File: config.mk
export PLATFORM = sky130hd
export DESIGN_NAME = uart_result_streamer
export DESIGN_NICKNAME = d
export VERILOG_FILES = /design/src/rtl/uart_result_streamer_pkg.sv /design/src/rtl/uart_result_streamer_hex_ascii_enc.sv /design/src/rtl/uart_result_streamer.sv
export SDC_FILE = /design/constraint.sdc
export NUM_CORES = 1
export LEC_CHECK = 0
export ABC_AREA = 1
export BUFFER_PORTS_ARGS = -buffer_cell sky130_fd_sc_hd__buf_4
export CAP_MARGIN = 20
export CORE_AREA = 3 3 51 71
export DETAILED_ROUTE_END_ITERATION = 12
export DIE_AREA = 0 0 54 74
export PLACE_DENSITY = 0.75
export REMOVE_ABC_BUFFERS = 1
export SLEW_MARGIN = 10
export SYNTH_ARGS = -nofsm -noshare
export SYNTH_HDL_FRONTEND = slang
export SYNTH_HIERARCHICAL = 1
export SYNTH_SLANG_ARGS = --single-unit
File: constraint.sdc
create_clock -name CLK -period 2.6 [get_ports CLK]
set_clock_uncertainty 0.1 [all_clocks]
set_input_delay 0.39 -clock CLK [delete_from_list [all_inputs] [get_ports CLK]]
set_output_delay 0.39 -clock CLK [all_outputs]
set_load 0.01 [all_outputs]
File: src/rtl/uart_result_streamer_pkg.sv
// Shared state codes, ASCII constants and width helpers
// for the UART result streamer.
package uart_result_streamer_pkg;

  localparam logic [2:0] S_IDLE    = 3'd0;
  localparam logic [2:0] S_FETCH   = 3'd1;
  localparam logic [2:0] S_WAIT_RD = 3'd2;
  localparam logic [2:0] S_LATCH   = 3'd3;
  localparam logic [2:0] S_SEND    = 3'd4;
  localparam logic [2:0] S_HOLD    = 3'd5;
  localparam logic [2:0] S_NEXT    = 3'd6;
  localparam logic [2:0] S_REARM   = 3'd7;

  localparam logic [7:0] ASC_COMMA = 8'h2C;
  localparam logic [7:0] ASC_LF    = 8'h0A;
  localparam logic [7:0] ASC_DIGIT = 8'h30;
  localparam logic [7:0] ASC_ALPHA = 8'h41;

  function automatic int clog2_min1(input int n);
    return (n <= 2) ? 1 : $clog2(n);
  endfunction

  function automatic int nbytes_of(input int w);
    return (w + 7) / 8;
  endfunction

  function automatic int nhex_of(input int w);
    return (w + 3) / 4;
  endfunction

endpackage

File: src/rtl/uart_result_streamer_hex_ascii_enc.sv
// Nibble to uppercase ASCII hex digit.
// Purely combinational.
module hex_ascii_enc
  import uart_result_streamer_pkg::*;
(
  input  logic [3:0] nib,
  output logic [7:0] asc
);

  always_comb begin
    if (nib < 4'd10) asc = ASC_DIGIT + {4'd0, nib};
    else             asc = ASC_ALPHA + {4'd0, nib} - 8'd10;
  end

endmodule

File: src/rtl/uart_result_streamer.sv
// Streams a bank array row-major to a UART transmitter,
// as raw bytes or as comma/newline separated hex text.
module uart_result_streamer
  import uart_result_streamer_pkg::*;
#(
  parameter int BITWIDTH = 8,
  parameter int CHANNELS = 2,
  parameter int DEPTH    = 4
) (
  input  logic                               CLK,
  input  logic                               RST,
  input  logic                               START,
  input  logic                               MODE,
  output logic [clog2_min1(CHANNELS)-1:0]    RD_CH,
  output logic [clog2_min1(DEPTH)-1:0]       RD_ADDR,
  input  logic [BITWIDTH-1:0]                RD_DATA,
  output logic [7:0]                         TX_DATA,
  output logic                               TX_VALID,
  input  logic                               TX_BUSY,
  output logic                               BUSY,
  output logic                               DONE
);

  localparam int CH_W   = clog2_min1(CHANNELS);
  localparam int ADDR_W = clog2_min1(DEPTH);
  localparam int NBYTES = nbytes_of(BITWIDTH);
  localparam int NHEX   = nhex_of(BITWIDTH);
  localparam int WW     = 8 * NBYTES;

  localparam logic [CH_W-1:0]   CH_LAST  = CH_W'(CHANNELS - 1);
  localparam logic [ADDR_W-1:0] ROW_LAST = ADDR_W'(DEPTH - 1);
  localparam logic [3:0]        BIN_LAST = 4'(NBYTES - 1);
  localparam logic [3:0]        HEX_LAST = 4'(NHEX);

  logic [2:0]        state_q;
  logic [CH_W-1:0]   ch_q;
  logic [ADDR_W-1:0] row_q;
  logic [WW-1:0]     word_q;
  logic [3:0]        idx_q;
  logic              mode_q;
  logic              start_q;
  logic              done_q;

  logic [3:0] nib;
  logic [7:0] hex_byte;
  logic [7:0] bin_byte;
  logic [7:0] cur_byte;
  logic       last_sym;
  int         bin_sh;
  int         hex_sh;

  hex_ascii_enc u_enc (
    .nib (nib),
    .asc (hex_byte)
  );

  // In text mode index HEX_LAST is the separator slot.
  always_comb begin
    bin_sh = 0;
    hex_sh = 0;
    if (idx_q <= BIN_LAST)
      bin_sh = 8 * (NBYTES - 1 - int'(idx_q));
    if (idx_q < HEX_LAST)
      hex_sh = 4 * (NHEX - 1 - int'(idx_q));
    bin_byte = 8'(word_q >> bin_sh);
    nib      = 4'(word_q >> hex_sh);
    last_sym = (idx_q == (mode_q ? HEX_LAST : BIN_LAST));
    if (!mode_q)
      cur_byte = bin_byte;
    else if (idx_q == HEX_LAST)
      cur_byte = (ch_q == CH_LAST) ? ASC_LF : ASC_COMMA;
    else
      cur_byte = hex_byte;
  end

  assign TX_VALID = (state_q == S_SEND);
  assign TX_DATA  = TX_VALID ? cur_byte : 8'h00;
  assign RD_CH    = ch_q;
  assign RD_ADDR  = row_q;
  assign BUSY     = (state_q != S_IDLE);
  assign DONE     = done_q;

  always_ff @(posedge CLK) begin
    if (RST) begin
      state_q <= S_IDLE;
      ch_q    <= '0;
      row_q   <= '0;
      word_q  <= '0;
      idx_q   <= '0;
      mode_q  <= 1'b0;
      done_q  <= 1'b0;
      // A START still high at release is not an edge.
      start_q <= START;
    end else begin
      start_q <= START;
      done_q  <= 1'b0;
      unique case (state_q)
        S_IDLE: begin
          if (START && !start_q) begin
            mode_q  <= MODE;
            ch_q    <= '0;
            row_q   <= '0;
            state_q <= S_FETCH;
          end
        end
        S_FETCH:   state_q <= S_WAIT_RD;
        S_WAIT_RD: state_q <= S_LATCH;
        S_LATCH: begin
          word_q  <= WW'(RD_DATA);
          idx_q   <= '0;
          state_q <= S_SEND;
        end
        S_SEND: begin
          if (!TX_BUSY) state_q <= S_HOLD;
        end
        S_HOLD: begin
          if (!TX_BUSY) begin
            if (last_sym) begin
              state_q <= S_NEXT;
            end else begin
              idx_q   <= idx_q + 4'd1;
              state_q <= S_SEND;
            end
          end
        end
        S_NEXT: begin
          if (ch_q == CH_LAST) begin
            ch_q <= '0;
            if (row_q == ROW_LAST) begin
              done_q  <= 1'b1;
              state_q <= S_REARM;
            end else begin
              row_q   <= row_q + 1'b1;
              state_q <= S_FETCH;
            end
          end else begin
            ch_q    <= ch_q + 1'b1;
            state_q <= S_FETCH;
          end
        end
        S_REARM: begin
          if (!START) state_q <= S_IDLE;
        end
        default: state_q <= S_IDLE;
      endcase
    end
  end

endmodule

Word level (Yosys, flattened, before mapping):

Cells that the tools add are included.
W data, S select, Z words.

* bits in registers: 21
* bits of input ports: 13
* output and inout bits: 14
* logic and storage cells: 79

* add/subtract/negate cells: 8
* magnitude comparators: 3
* equal/unequal tests: 17
* shift-type cells: 2
* mux-type cells: 27
* bitwise gates (word level): 2
* reduce and logical (&&, ||, !) cells: 12

Operators with widths (count)
* $mux W32: 2
* $mux W8: 4
* $shr A8 B32 Y4: 1
* $shr A8 B32 Y8: 1
* $pmux W3 S8: 1
* $mux W3: 6
* $ne A2 B2 Y1 const B: 7
* $eq A3 B3 Y1 const B: 4
* $mux W2: 5
* $sub A1 B4 Y5 const A: 2
* $add A7 B4 Y8 const A: 1
* $mux W4: 2
* $pmux W4 S2: 1
* $reduce_and A4 Y1: 2
* $sub A8 B4 Y8 const B: 1
* $add A6 B4 Y7 const A: 1
* $eq A3 B2 Y1 const B: 2
* $mux W6: 1
* $add A4 B1 Y4 const B: 1
* $eq A4 B2 Y1: 1
* $eq A4 B2 Y1 const B: 1
* $le A4 B1 Y1 const B: 1
* $lt A4 B2 Y1 const B: 1
* $lt A4 B4 Y1 const B: 1
* other kinds (16): 21

Depth between registers and ports, before layout:

* word-level depth: 9
* gate-level depth with buffers: 14
* mapped depth without buffers: 14

Cells and area by module:

The synthesis kept the hierarchy.

By module, submodules not included
* uart_result_streamer: times used 1, cells an instance 210, area each 1331.3 um^2, sequential area each 420.4 um^2
* hex_ascii_enc: times used 1, cells an instance 25, area each 123.9 um^2, sequential area each 0.0 um^2

Least setup slack after synthesis:

No wires, ideal clock.

* path type: register to output
* start: register idx_q[1]
* end: output TX_DATA[1]
* arrival time: 2.508 ns
* data required time: 2.110 ns
* path slack: -0.398 ns
* stages on the path, launching flop included: 12
* path buffers: 0
* cells stage by stage: dfxtp_1 > inv_1 > ha_1 > ha_1 > o211a_1 > a211oi_1 > inv_1 > ha_1 > nand3b_1 > nand2_1 > o211ai_1 > a21oi_1

* cells in the longest elaborated chain, start to end: 9
* elaborated cells on any way between the ends: 17
* classes of those cells: add/sub (5); order compare (3); eq/ne (1); shift (2); mux (6)

Ends and longest elaborated chain
* start: declaration: RTL line uart_result_streamer.sv:39 `logic [3:0] idx_q;`
* start signal: assignment: RTL line uart_result_streamer.sv:121 `idx_q <= idx_q + 4'd1;`
* $sub A1 B4 Y5 / $lt A4 B2 Y1 (equally long branches): RTL line uart_result_streamer.sv:64, uart_result_streamer.sv:63
* $mux W32 (*): RTL line uart_result_streamer.sv:63 `if (idx_q < HEX_LAST)`
* $shr A8 B32 Y4 (*): RTL line uart_result_streamer.sv:66 `nib = 4'(word_q >> hex_sh);`
* net nib[1]: RTL line uart_result_streamer.sv:44 `logic [3:0] nib;`
* $add A7 B4 Y8: RTL line uart_result_streamer_hex_ascii_enc.sv:12 `else asc = ASC_ALPHA + {4'd0, nib} - 8'd10;`
* $sub A8 B4 Y8: RTL line uart_result_streamer_hex_ascii_enc.sv:12
* $mux W8 (*): RTL line uart_result_streamer_hex_ascii_enc.sv:11 `if (nib < 4'd10) asc = ASC_DIGIT + {4'd0, nib};`
* net hex_byte[1]: RTL line uart_result_streamer.sv:45 `logic [7:0] hex_byte;`
* $mux W8 (*): RTL line uart_result_streamer.sv:70 `else if (idx_q == HEX_LAST)`
* $mux W8 (*): RTL line uart_result_streamer.sv:68 `if (!mode_q)`
* $mux W8 (*): RTL line uart_result_streamer.sv:77 `assign TX_DATA = TX_VALID ? cur_byte : 8'h00;`
* end: declaration: RTL line uart_result_streamer.sv:17 `output logic [7:0] TX_DATA,`

The timed path passes the listed nets; every way through them passes the cells marked *.

Final worst setup path:

Same ends and word-level chain as after synthesis.

==> results.rst <==
.. list-table::
   :header-rows: 1

   * - Metric
     - Value
   * - Register bit total from synthesis
     - 21
   * - Cell type group with the largest total delay on the critical path
     - compound AO/OA/AOI/OAI gates
   * - Max frequency
     - 352 MHz
   * - Combinational cell fraction of total power
     - 0.281
   * - Cts bufs inserted
     - 3
   * - Failing checks
     - setup timing
   * - Mean area per synthesized cell
     - 6.19 um^2
   * - Global-route wire length before repair
     - 6.19 mm
   * - Standard cell with the maximum stage delay on the critical path
     - sky130_fd_sc_hd__dfxtp_2
   * - Per-cell routed wire length
     - 12.0 um
   * - DP Cell Count
     - 309
   * - Hold slack final
     - 0.158 ns
   * - Kind of launch point of the worst setup path
     - flip-flop
   * - Deepest level of the CTS H-tree
     - 1
   * - Clock slew at reported path FFs
     - 0.07 ns
   * - Total of endpoints with negative setup slack in the final report
     - 7
   * - Fraction of power spent switching nets
     - 0.322
   * - Post-detailed-placement half-perimeter wirelength
     - 2.79 mm
   * - Final Cell Area
     - 1990 um^2
   * - Int Pwr
     - 0.538 mW
   * - Setup Crit Path Kind
     - reg -> out
   * - Syn Std Cell Area
     - 1460 um^2
   * - Total overflow reported by the global router
     - 0
   * - Remaining design rule violation count
     - 0
   * - Synth-to-Final Area Change
     - 36.8%
   * - Post-synthesis instance total
     - 235
   * - Layout Cells excl Fill
     - 317
   * - Pwr per Cell Area
     - 399 nW/um^2
   * - Number of antenna violations at the first check in global routing
     - 0
   * - First drt pass iteration count
     - 4
   * - CTS Buffer Depth
     - 2
   * - Arrival time reported for the critical path endpoint
     - 2.35 ns
   * - Pleak
     - 0.912 nW
   * - Fin Setup TNS
     - -1.06 ns
   * - Portion of total power attributed to sequential cells
     - 0.450
   * - Yosys warning total
     - 6
   * - Layout net count
     - 300
   * - Psw
     - 0.255 mW
   * - Cell chain of the critical path
     - inv_2 > ha_4 > ha_4 > o211a_4 > a211oi_4 > inv_2 > ha_4 > nand3b_1 > nand2_1 > o211ai_1 > a21oi_1 > buf_4
   * - Max Cap Viol
     - 0
   * - Clock Root Buffer
     - sky130_fd_sc_hd__clkbuf_8
   * - RSZ-0062 raised after global routing
     - yes
   * - Placement row count
     - 24
   * - Beginning of the worst register-to-register path
     - state_q[0]
   * - Fin worst setup slack
     - -0.245 ns
   * - Global Route Usage Sum
     - 0.204
   * - Delay of the slowest cell on the worst path
     - 0.34 ns
   * - Min cycle time layout
     - 2.84 ns
   * - Via count of the first global-routing pass
     - 1461
   * - Max FO, Critical Path
     - 3
   * - Port bufs
     - 26
   * - Floorplan die height
     - 74 um
   * - Worst setup path startpoint
     - idx_q[1]
   * - Die X
     - 54 um
   * - Routed wire length
     - 3.80 mm
   * - Die outline area
     - 4000 um^2
   * - Outcome
     - finished with violations
   * - Placeable core region
     - 3090 um^2
   * - Buffers plus inverters on the worst setup path
     - 3
   * - Startpoint of the tightest hold check path
     - START
   * - Overall via count from detail_route
     - 1619
   * - Overall power consumption
     - 0.794 mW
   * - Core occupancy in the finished layout
     - 0.644
   * - Hold crit path type
     - in -> reg
   * - Drt first-iter violations
     - 33
   * - Final count of pins violating max slew
     - 0
   * - Initial Util
     - 0.470
   * - Worst-skew pair later-pin latency
     - 0.26 ns
   * - Number of nets with antenna violations after detailed routing
     - 0
   * - Routability Congestion
     - 0.840
   * - Total count of hold-check failures in the final report
     - 0
   * - TritonCTS clock tree
     - built
   * - Number of antenna repair diodes
     - 0
   * - Clock Power Share
     - 0.269
   * - Share of layout cells above drive strength 1
     - 0.335
   * - Worst IR Drop VDD
     - 0.428 mV
   * - Most numerous cell on the critical path
     - sky130_fd_sc_hd__ha_4
   * - Final worst-path cycle share
     - 1.09
   * - Sequential share of the synthesized area
     - 0.289
   * - Vias per cell
     - 5.11
   * - Distinct cell type count of the synthesized netlist
     - 28
   * - IO Pins
     - 27
   * - CP endpoint kind
     - output port
   * - # clock sinks
     - 21
   * - Post-DP Area
     - 1780 um^2
   * - Pin count of the biggest net entering global routing
     - 16
   * - Post-Place Worst Slack
     - -0.203 ns
   * - Required time at the endpoint of the critical path
     - 2.11 ns
flip-flops by register name (all words and copies together) (netlist names):
signal	flops
start_q	1
mode_q	1
idx_q	4
DONE	1
RD_CH	1
word_q	8
state_q	3
RD_ADDR	2
timing repair:
item                                   in CTS  in global routing
setup endpoints to repair                   7                  8
setup buffers                               4                  2
gates resized for setup                    20                 15
pin swaps                                  16                  4
endpoints found under the hold margin       0                  0
hold buffers                                0                  0
layout by cell type, fill, tap and decap left out, types with 2 or more instances in the layout:
cell type                  synthesis  final
sky130_fd_sc_hd__ha_4              0      3
sky130_fd_sc_hd__nand3_2           1      3
sky130_fd_sc_hd__nor2_2            5      7
sky130_fd_sc_hd__a211oi_4          0      2
sky130_fd_sc_hd__inv_2             3      9
sky130_fd_sc_hd__nand4_1           2      2
sky130_fd_sc_hd__ha_1              8      5
sky130_fd_sc_hd__nand2_2           6     10
sky130_fd_sc_hd__buf_6             0      2
sky130_fd_sc_hd__clkbuf_8          0      3
sky130_fd_sc_hd__inv_1            27     21
sky130_fd_sc_hd__clkinv_2          1      2
sky130_fd_sc_hd__o21ai_0          11     11
sky130_fd_sc_hd__dfxtp_1          21     19
sky130_fd_sc_hd__nor2_4            1      2
sky130_fd_sc_hd__dfxtp_2           0      2
sky130_fd_sc_hd__buf_4             1     41
sky130_fd_sc_hd__nand2_1          61     57
sky130_fd_sc_hd__nor2_1           31     28
sky130_fd_sc_hd__a21oi_1          20     18
sky130_fd_sc_hd__nand3_1          19     17
sky130_fd_sc_hd__a211oi_2          0      2
sky130_fd_sc_hd__a21oi_2           0      2
cell usage after synthesis, drive strengths merged:
cell    number  share of area
o211ai       1         0.0052
o21ai       14          0.053
clkinv       2         0.0060
nand3       20          0.072
conb         1         0.0026
a21oi       20          0.069
ha           8          0.069
nand3b       1         0.0052
dfxtp       21           0.29
nor3         1         0.0034
a211oi       4          0.021
buf          2         0.0086
nand4        2         0.0086
clkbuf       2         0.0052
nand2       67           0.18
nor2        37           0.11
o211a        1         0.0069
xnor2        1         0.0060
inv         30          0.077
layer usage:
metal	up-vias	wire, um	global-route usage
li1	835	-	-
met1	746	1580	0.241
met2	30	2020	0.367
met3	8	124	0.0281
met4	0	76	0.0693
met5	-	0	0
worst paths after layout:
kind	cells past startpoint	slack [ns]	to
max	12	-0.24	TX_DATA[1]
min	1	0.16	start_q
max reg2reg	9	1.07	idx_q[1]
min reg2reg	2	0.40	word_q[2]
area by class of cell:
class                      instances  area (um^2)
multi-input combinational        178         1020
clock inverter                     1         5.00
clock buffer                       3         41.3
inverter                          32          121
tap                               39         48.8
sequential                        21          423
fill                             296         1100
timing repair buffer              43          330
power by group through the flow:
| stage | Combinational, mW | Sequential (mW) | Clock, mW |
|---|---|---|---|
| finish | 0.223 | 0.357 | 0.213 |
| floorplan | 0.119 | 0.361 | 0 |
| CTS | 0.202 | 0.357 | 0.217 |
| global route | 0.249 | 0.360 | 0.229 |
| global placement | 0.180 | 0.364 | 0 |
| detailed placement | 0.184 | 0.364 | 0 |
cells by family (layout without fill, tap and decap cells):
family                   Yosys count  after routing  synth area share
buffers and inverters             36             79            0.0972
XOR/XNOR                           1              1           0.00602
flip-flops                        21             21             0.289
adder cells (fa/ha/maj)            8              8            0.0688
other                              1              1           0.00258
AO/OA/AOI/OAI                     40             40             0.155
AND/OR/NAND/NOR                  128            128             0.382
(Power assumes the default switching activity.)
